[src/rtl/arb_muxn.sv]
// N-way arbiter feeding a single registered output slot with valid/ready handshakes.
// Round-robin (MODE 0) or fixed lowest-index priority (MODE 1).
module arb_muxn #(
  parameter int unsigned N     = 4,
  parameter int unsigned WIDTH = 2,
  parameter int unsigned MODE  = 0,
  parameter int unsigned SELW  = (N < 2) ? 1 : $clog2(N)
) (
  input  logic                 CLK,
  input  logic                 RESET,
  input  logic [N*WIDTH-1:0]   in_data,
  input  logic [N-1:0]         in_valid,
  output logic [N-1:0]         in_ready,
  output logic [WIDTH-1:0]     out_data,
  output logic [SELW-1:0]      out_sel,
  output logic                 out_valid,
  input  logic                 out_ready
);

  logic [SELW-1:0]  ptr_q;
  logic [WIDTH-1:0] out_data_q;
  logic [SELW-1:0]  out_sel_q;
  logic             out_valid_q;

  logic             load_en;
  logic             grant_any;
  logic [SELW-1:0]  grant_idx;
  logic [SELW-1:0]  idx;
  logic [N-1:0]     grant;
  logic             in_xfer;

  // Walk the channels in priority order and take the first valid one.
  always_comb begin
    grant_any = 1'b0;
    grant_idx = '0;
    idx       = '0;
    for (int k = 1; k <= int'(N); k++) begin
      if (MODE == 0) begin
        idx = SELW'((int'(ptr_q) + k) % int'(N));
      end else begin
        idx = SELW'(k - 1);
      end
      if (!grant_any && in_valid[idx]) begin
        grant_any = 1'b1;
        grant_idx = idx;
      end
    end
  end

  always_comb begin
    grant = '0;
    if (grant_any) begin
      grant[grant_idx] = 1'b1;
    end
  end

  assign load_en  = !out_valid_q || out_ready;
  // Reset gates the handshake so nothing is accepted while it is asserted.
  assign in_ready = (load_en && !RESET) ? grant : '0;
  assign in_xfer  = grant_any && load_en && !RESET;

  always_ff @(posedge CLK) begin
    if (RESET) begin
      out_valid_q <= 1'b0;
      out_data_q  <= '0;
      out_sel_q   <= '0;
      ptr_q       <= SELW'(N - 1);
    end else if (in_xfer) begin
      out_valid_q <= 1'b1;
      out_data_q  <= in_data[int'(grant_idx) * int'(WIDTH) +: WIDTH];
      out_sel_q   <= grant_idx;
      ptr_q       <= grant_idx;
    end else if (out_ready) begin
      out_valid_q <= 1'b0;
    end
  end

  assign out_data  = out_data_q;
  assign out_sel   = out_sel_q;
  assign out_valid = out_valid_q;

endmodule
[config.mk]
export PLATFORM = sky130hd
export DESIGN_NAME = arb_muxn
export DESIGN_NICKNAME = d
export VERILOG_FILES = /design/src/rtl/arb_muxn.sv
export SDC_FILE = /design/constraint.sdc
export NUM_CORES = 1
export LEC_CHECK = 0
export CORE_AREA = 2 2 39 41
export CTS_BUF_LIST = sky130_fd_sc_hd__clkbuf_4 sky130_fd_sc_hd__clkbuf_8
export DETAILED_ROUTE_END_ITERATION = 8
export DIE_AREA = 0 0 41 43
export GPL_ROUTABILITY_DRIVEN = 1
export PLACE_DENSITY = 0.7
export SETUP_SLACK_MARGIN = 0.3
export SYNTH_ARGS = -nofsm -noshare
export SYNTH_HDL_FRONTEND = slang
export SYNTH_SLANG_ARGS = --single-unit
[constraint.sdc]
create_clock -name CLK -period 2.5 [get_ports CLK]
set_input_delay 0.75 -clock CLK [delete_from_list [all_inputs] [get_ports CLK]]
set_output_delay 0.75 -clock CLK [all_outputs]
set_load 0.05 [all_outputs]
# --- Yosys cells after proc, flatten, opt, wreduce, memory -nomap -nowiden ---
# Index checks and enable logic that the tools add are counted.
# Widths: inputs -> output; s select.
classes:
  addsub: 4
  multipliers: 0
  div: 0
  n_lt_le_gt_ge: 6
  eq_ne: 0
  shifts: 1
  n_mux: 22
  bitwise: 0
  n_reduce_logical: 14
op_table:
  columns: ["operator", "n"]
  rows:
  - ["$lt 2x3->1 const B", 5]
  - ["$mux 1", 11]
  - ["$bmux 1 s2", 4]
  - ["$mux 2", 4]
  - ["$mux 4", 2]
  - ["$shiftx 8x4->2", 1]
  - ["$logic_and 1x1->1", 7]
  - ["$logic_not 1->1", 5]
  - ["$add 2x1->2 const B", 2]
  - ["$add 2x2->2 const B", 2]
  - ["$demux 1 s2", 1]
  - ["$ge 2x1->1 const B", 1]
  - ["$reduce_bool 2->1", 1]
  - ["$logic_or 1x1->1", 1]
word_totals:
  ff_bits: 7
  latchBits: 0
  ram_bits: 0
  mem_bits_ro: 0
  output_inout_bits: 9
  word_cells: 51
  mem_count: 0

# --- Depth between registers and ports, before layout ---
depth:
  ltp_word: 19
  ltp_mapped: 5
  mapped_depth_nobuf: 5

# --- Worst setup path after synthesis ---
# OpenSTA, ideal clock, no wires.
synth_path:
  path_type: "input to output"
  from: "input port in_valid[3]"
  to: "output port in_ready[1]"
  arrival_ns: 2.124
  path_slack_ns: -0.374
  path_stages: 4
  path_buffers: 0
  cell_sequence: "or2b_2 -> a21oi_2 -> a21oi_1 -> a21oi_1"
synth_between:
  elab_chain_len: 18
synth_lines:
  columns: ["element", "line", "text"]
  rows:
  - ["start: declaration", "12", "input logic [N-1:0] in_valid,"]
  - ["$bmux 1 s2", "43", "if (!grant_any && in_valid[idx]) begin"]
  - ["$mux 1 (implied by the code)", "43", null]
  - ["$mux 1", "43", null]
  - ["$logic_not 1->1", "43", null]
  - ["$logic_and 1x1->1", "43", null]
  - ["$mux 1", "43", null]
  - ["$logic_not 1->1", "43", null]
  - ["$logic_and 1x1->1", "43", null]
  - ["[2 not listed]", null, null]
  - ["$logic_and 1x1->1", "43", null]
  - ["$mux 2", "43", null]
  - ["$lt 2x3->1 (implied by the code) / $ge 2x1->1 (equally long branches)", "53", "grant[grant_idx] = 1'b1;"]
  - ["$logic_and 1x1->1 (implied by the code)", "53", null]
  - ["$mux 1 (implied by the code)", "53", null]
  - ["$demux 1 s2", "53", null]
  - ["$mux 4 (*)", "52", "if (grant_any) begin"]
  - ["$mux 4 (*)", "59", "assign in_ready = (load_en && !RESET) ? grant : '0;"]
  - ["end: declaration", "13", "output logic [N-1:0] in_ready,"]
# Mark *: on every way between the ends. The rest lies on a longest branch, timed or not. The select of a mux whose other input is x is not followed.

# --- Worst setup path in the final report ---
# Same ends and word-level chain as after synthesis.

==> reports/qor.csv <==
metric,value,unit
vias in the first global route,574,
FF+latch area,140.1,um^2
Setup Skew,0.0002384,ns
Yosys reg bits,7,
Starting Density,0.3146,
layout cells sized above 1,0.5385,
IO buf count,23,
CTS tree,built,
Clock Pin Slew Worst Setup and Hold Paths,0.05,ns
DP HPWL,1.117,mm
Worst Setup SP,in_valid[3],
Worst Path Required,1.75,ns
clock share of power,0.218,
Mapped Nets,67,
crit start category,input pin,
wire length on met3,54,um
initial DRC count,6,
clock sink count,7,
GR Util All Layers,0.2014,
Slew @ Worst Pin,0.5033,ns
first-pass GRT wire length,2.346,mm
die width,41,um
# setup viols final,4,
Die ar.,1763,um^2
CTS Buffer Depth,2,
post-route cell area,1079,um^2
Max Slew Vio Count,0,
critical path cell sequence,buf_6 -> buf_6 -> o41ai_4 -> nor2_4 -> nand2b_4 -> a21oi_4 -> buf_12,
Async SR Flop Fraction,0,
register area share after synthesis,0.3218,
Syn Inst Count,52,
Filler cells,84,
kind of critical path,in -> out,
hold buffer count at CTS,0,
Vias/cell,4.817,
ant diodes,0,
leakage power,0.4700,nW
unrepaired setup endpoints after global routing,true,
Mapped Area,435.4,um^2
top sig layer,met4,
Core Area,1384,um^2
crit path buf inv count,3,
Max Cap Violations,0,
top-count cell post-synth,nor2_1,
commonest cells in the netlist,"nor2_1, dfxtp_1, a21oi_1, nand2_1",
global placer's final weighted congestion,0.7490,
overall routed net length,1.381,mm
Psw,0.1837,mW
CP max stage cell,o41ai_4,
"EDFF count, synth",0,
WL/cell,11.51,um
syn avg cell area,8.373,um^2
Layout Nets,120,
switching share of power,0.3572,
final period utilization,1.033,
Hold Path Class,reg -> reg,
Site Rows,14,
Fmax,0.3872,GHz
TritonCTS Buffers,3,
top_reg_cell synth,dfxtp_1,
Logic pwr share,0.515,
area grow syn2layout,147.7,%
worst hold start,out_sel[1]$_SDFFE_PP0P_,
DIE HEIGHT,43,um
worst slack at placement,-0.4431,ns
WL met1,577,um
Reg2Reg Launch Point,ptr_q[0]$_SDFFE_PP1P_,
multi-input combinational cell area,422.9,um^2
"Hold Vio Cnt, Final",0,
crit path max fanout,3,
top cell type's share of synthesized area,0.3218,
DP Area,955.9,um^2
WL met2,710,um
peak supply drop,0.0004372,V
DRT antenna net count,0,
Cell Pwr Density,476.9,nW/um^2
Placed Instances,109,
cell family with most CP delay,compound AO/OA/AOI/OAI gates,
worst skew pair latency,0.25,ns
Critical Path AT,1.83,ns
antenna violations before repair,0,
Pre-antenna DRT Iters,4,
min setup slack post-route,-0.08277,ns
min Tclk post-route,2.583,ns
Root Buffer,clkbuf_4,
CP most frequent cell,buf_6,
largest net degree at the start of global routing,8,
I/O pin count,24,
Worst setup EP type,output pin,
Yosys warnings,0,
# DRC,0,
hold_ws,0.4618,ns
Slew HR,0.6634,
grt ovf,0,
routed vias,578,
Synth area leader,dfxtp_1,
P_int,0.3306,mW
failing checks,negative setup slack,
ranking of synthesized cells by area,"dfxtp_1, mux2i_1, nor2_1, a21oi_1, nand2b_1",
Seq pwr share,0.267,
outcome,finished with violations,
"non-filler cells, final",120,
Netlist cell types,22,
CP peak stage delay,0.44,ns
H-tree Lvls,1,
[layout by cell type (no fill, tap or decap), types with 4 or more instances in the layout]
cell,netlist,final
mux2i_1,4,4
nor2_4,0,5
clkbuf_4,0,4
clkdlybuf4s50_1,0,12
nand2_1,5,4
buf_4,0,23
dfxtp_1,7,7
buf_12,0,4
[metal layers]
metal | vias up | GRT usage
met2 | 17 | 0.3031
met1 | 255 | 0.2468
met4 | 0 | 0.1400
met5 | - | 0
met3 | 5 | 0.03141
li1 | 301 | -
[power groups by stage]
stage          Clock [mW]  Combinational [mW]  Sequential (mW)
2_1_floorplan           0              0.0999            0.169
3_3_place_gp            0               0.239            0.139
3_5_place_dp            0               0.241            0.140
4_1_cts             0.117               0.263            0.138
5_1_grt             0.126               0.281            0.140
6_report            0.112               0.265            0.138
[logic make-up (layout without fill, tap and decap cells)]
| logic type | count (synthesis) | in the layout | share of synthesized area |
|---|---|---|---|
| muxes | 4 | 4 | 0.09196 |
| AOI/OAI and AO/OA | 18 | 18 | 0.3276 |
| DFF | 7 | 7 | 0.3218 |
| buffers and inverters | 1 | 53 | 0.008612 |
| and+or+nand+nor | 22 | 22 | 0.2500 |
[area by class of cell]
cell class,count,area share
tap,16,0.01856
multi-input combinational,44,0.3921
inverter,1,0.003480
clock buffer,4,0.02784
timing repair buffer,48,0.4281
sequential,7,0.1299
[stage by stage]
step           power, mW  TNS [ns]    util
5_1_grt           0.5467   -0.4397  0.7794
2_1_floorplan     0.2693         0       -
6_report          0.5143   -0.2846  0.7794
3_3_place_gp      0.3782    -1.908  0.6908
3_5_place_dp      0.3808    -2.094  0.6908
4_1_cts           0.5170  -0.09050  0.7649
[repair_timing]
action	in CTS	in global routing
resized for setup	29	3
gates cloned	0	0
buffers inserted	6	1
pin swaps	8	3
hold endpoints to repair	0	0
endpoints found under the setup margin	8	5
[sequential cells by signal (all words and copies together), names as in the netlist]
signal / cells
out_data: 2
out_valid: 1
ptr_q: 2
out_sel: 2
[worst paths after layout]
path / endpoint / slack, ns / cells after the start
worst min register to register: out_sel[1]$_SDFFE_PP0P_ / 0.46 / 2
worst max-delay path: in_ready[1] / -0.08 / 7
worst min-delay path: out_sel[1]$_SDFFE_PP0P_ / 0.46 / 2
worst max register to register: out_data[1]$_SDFFE_PP0P_ / 0.84 / 6
[worst reg2reg max path, delay by kind of cell, from the launching register on]
| family | cells | cell delay, ns |
|---|---|---|
| AOI/OAI and AO/OA | 3 | 0.52 |
| DFF | 1 | 0.38 |
| and+or+nand+nor | 1 | 0.22 |
| muxes | 1 | 0.22 |
| buffers and inverters | 1 | 0.20 |
(Power assumes the default switching activity.)
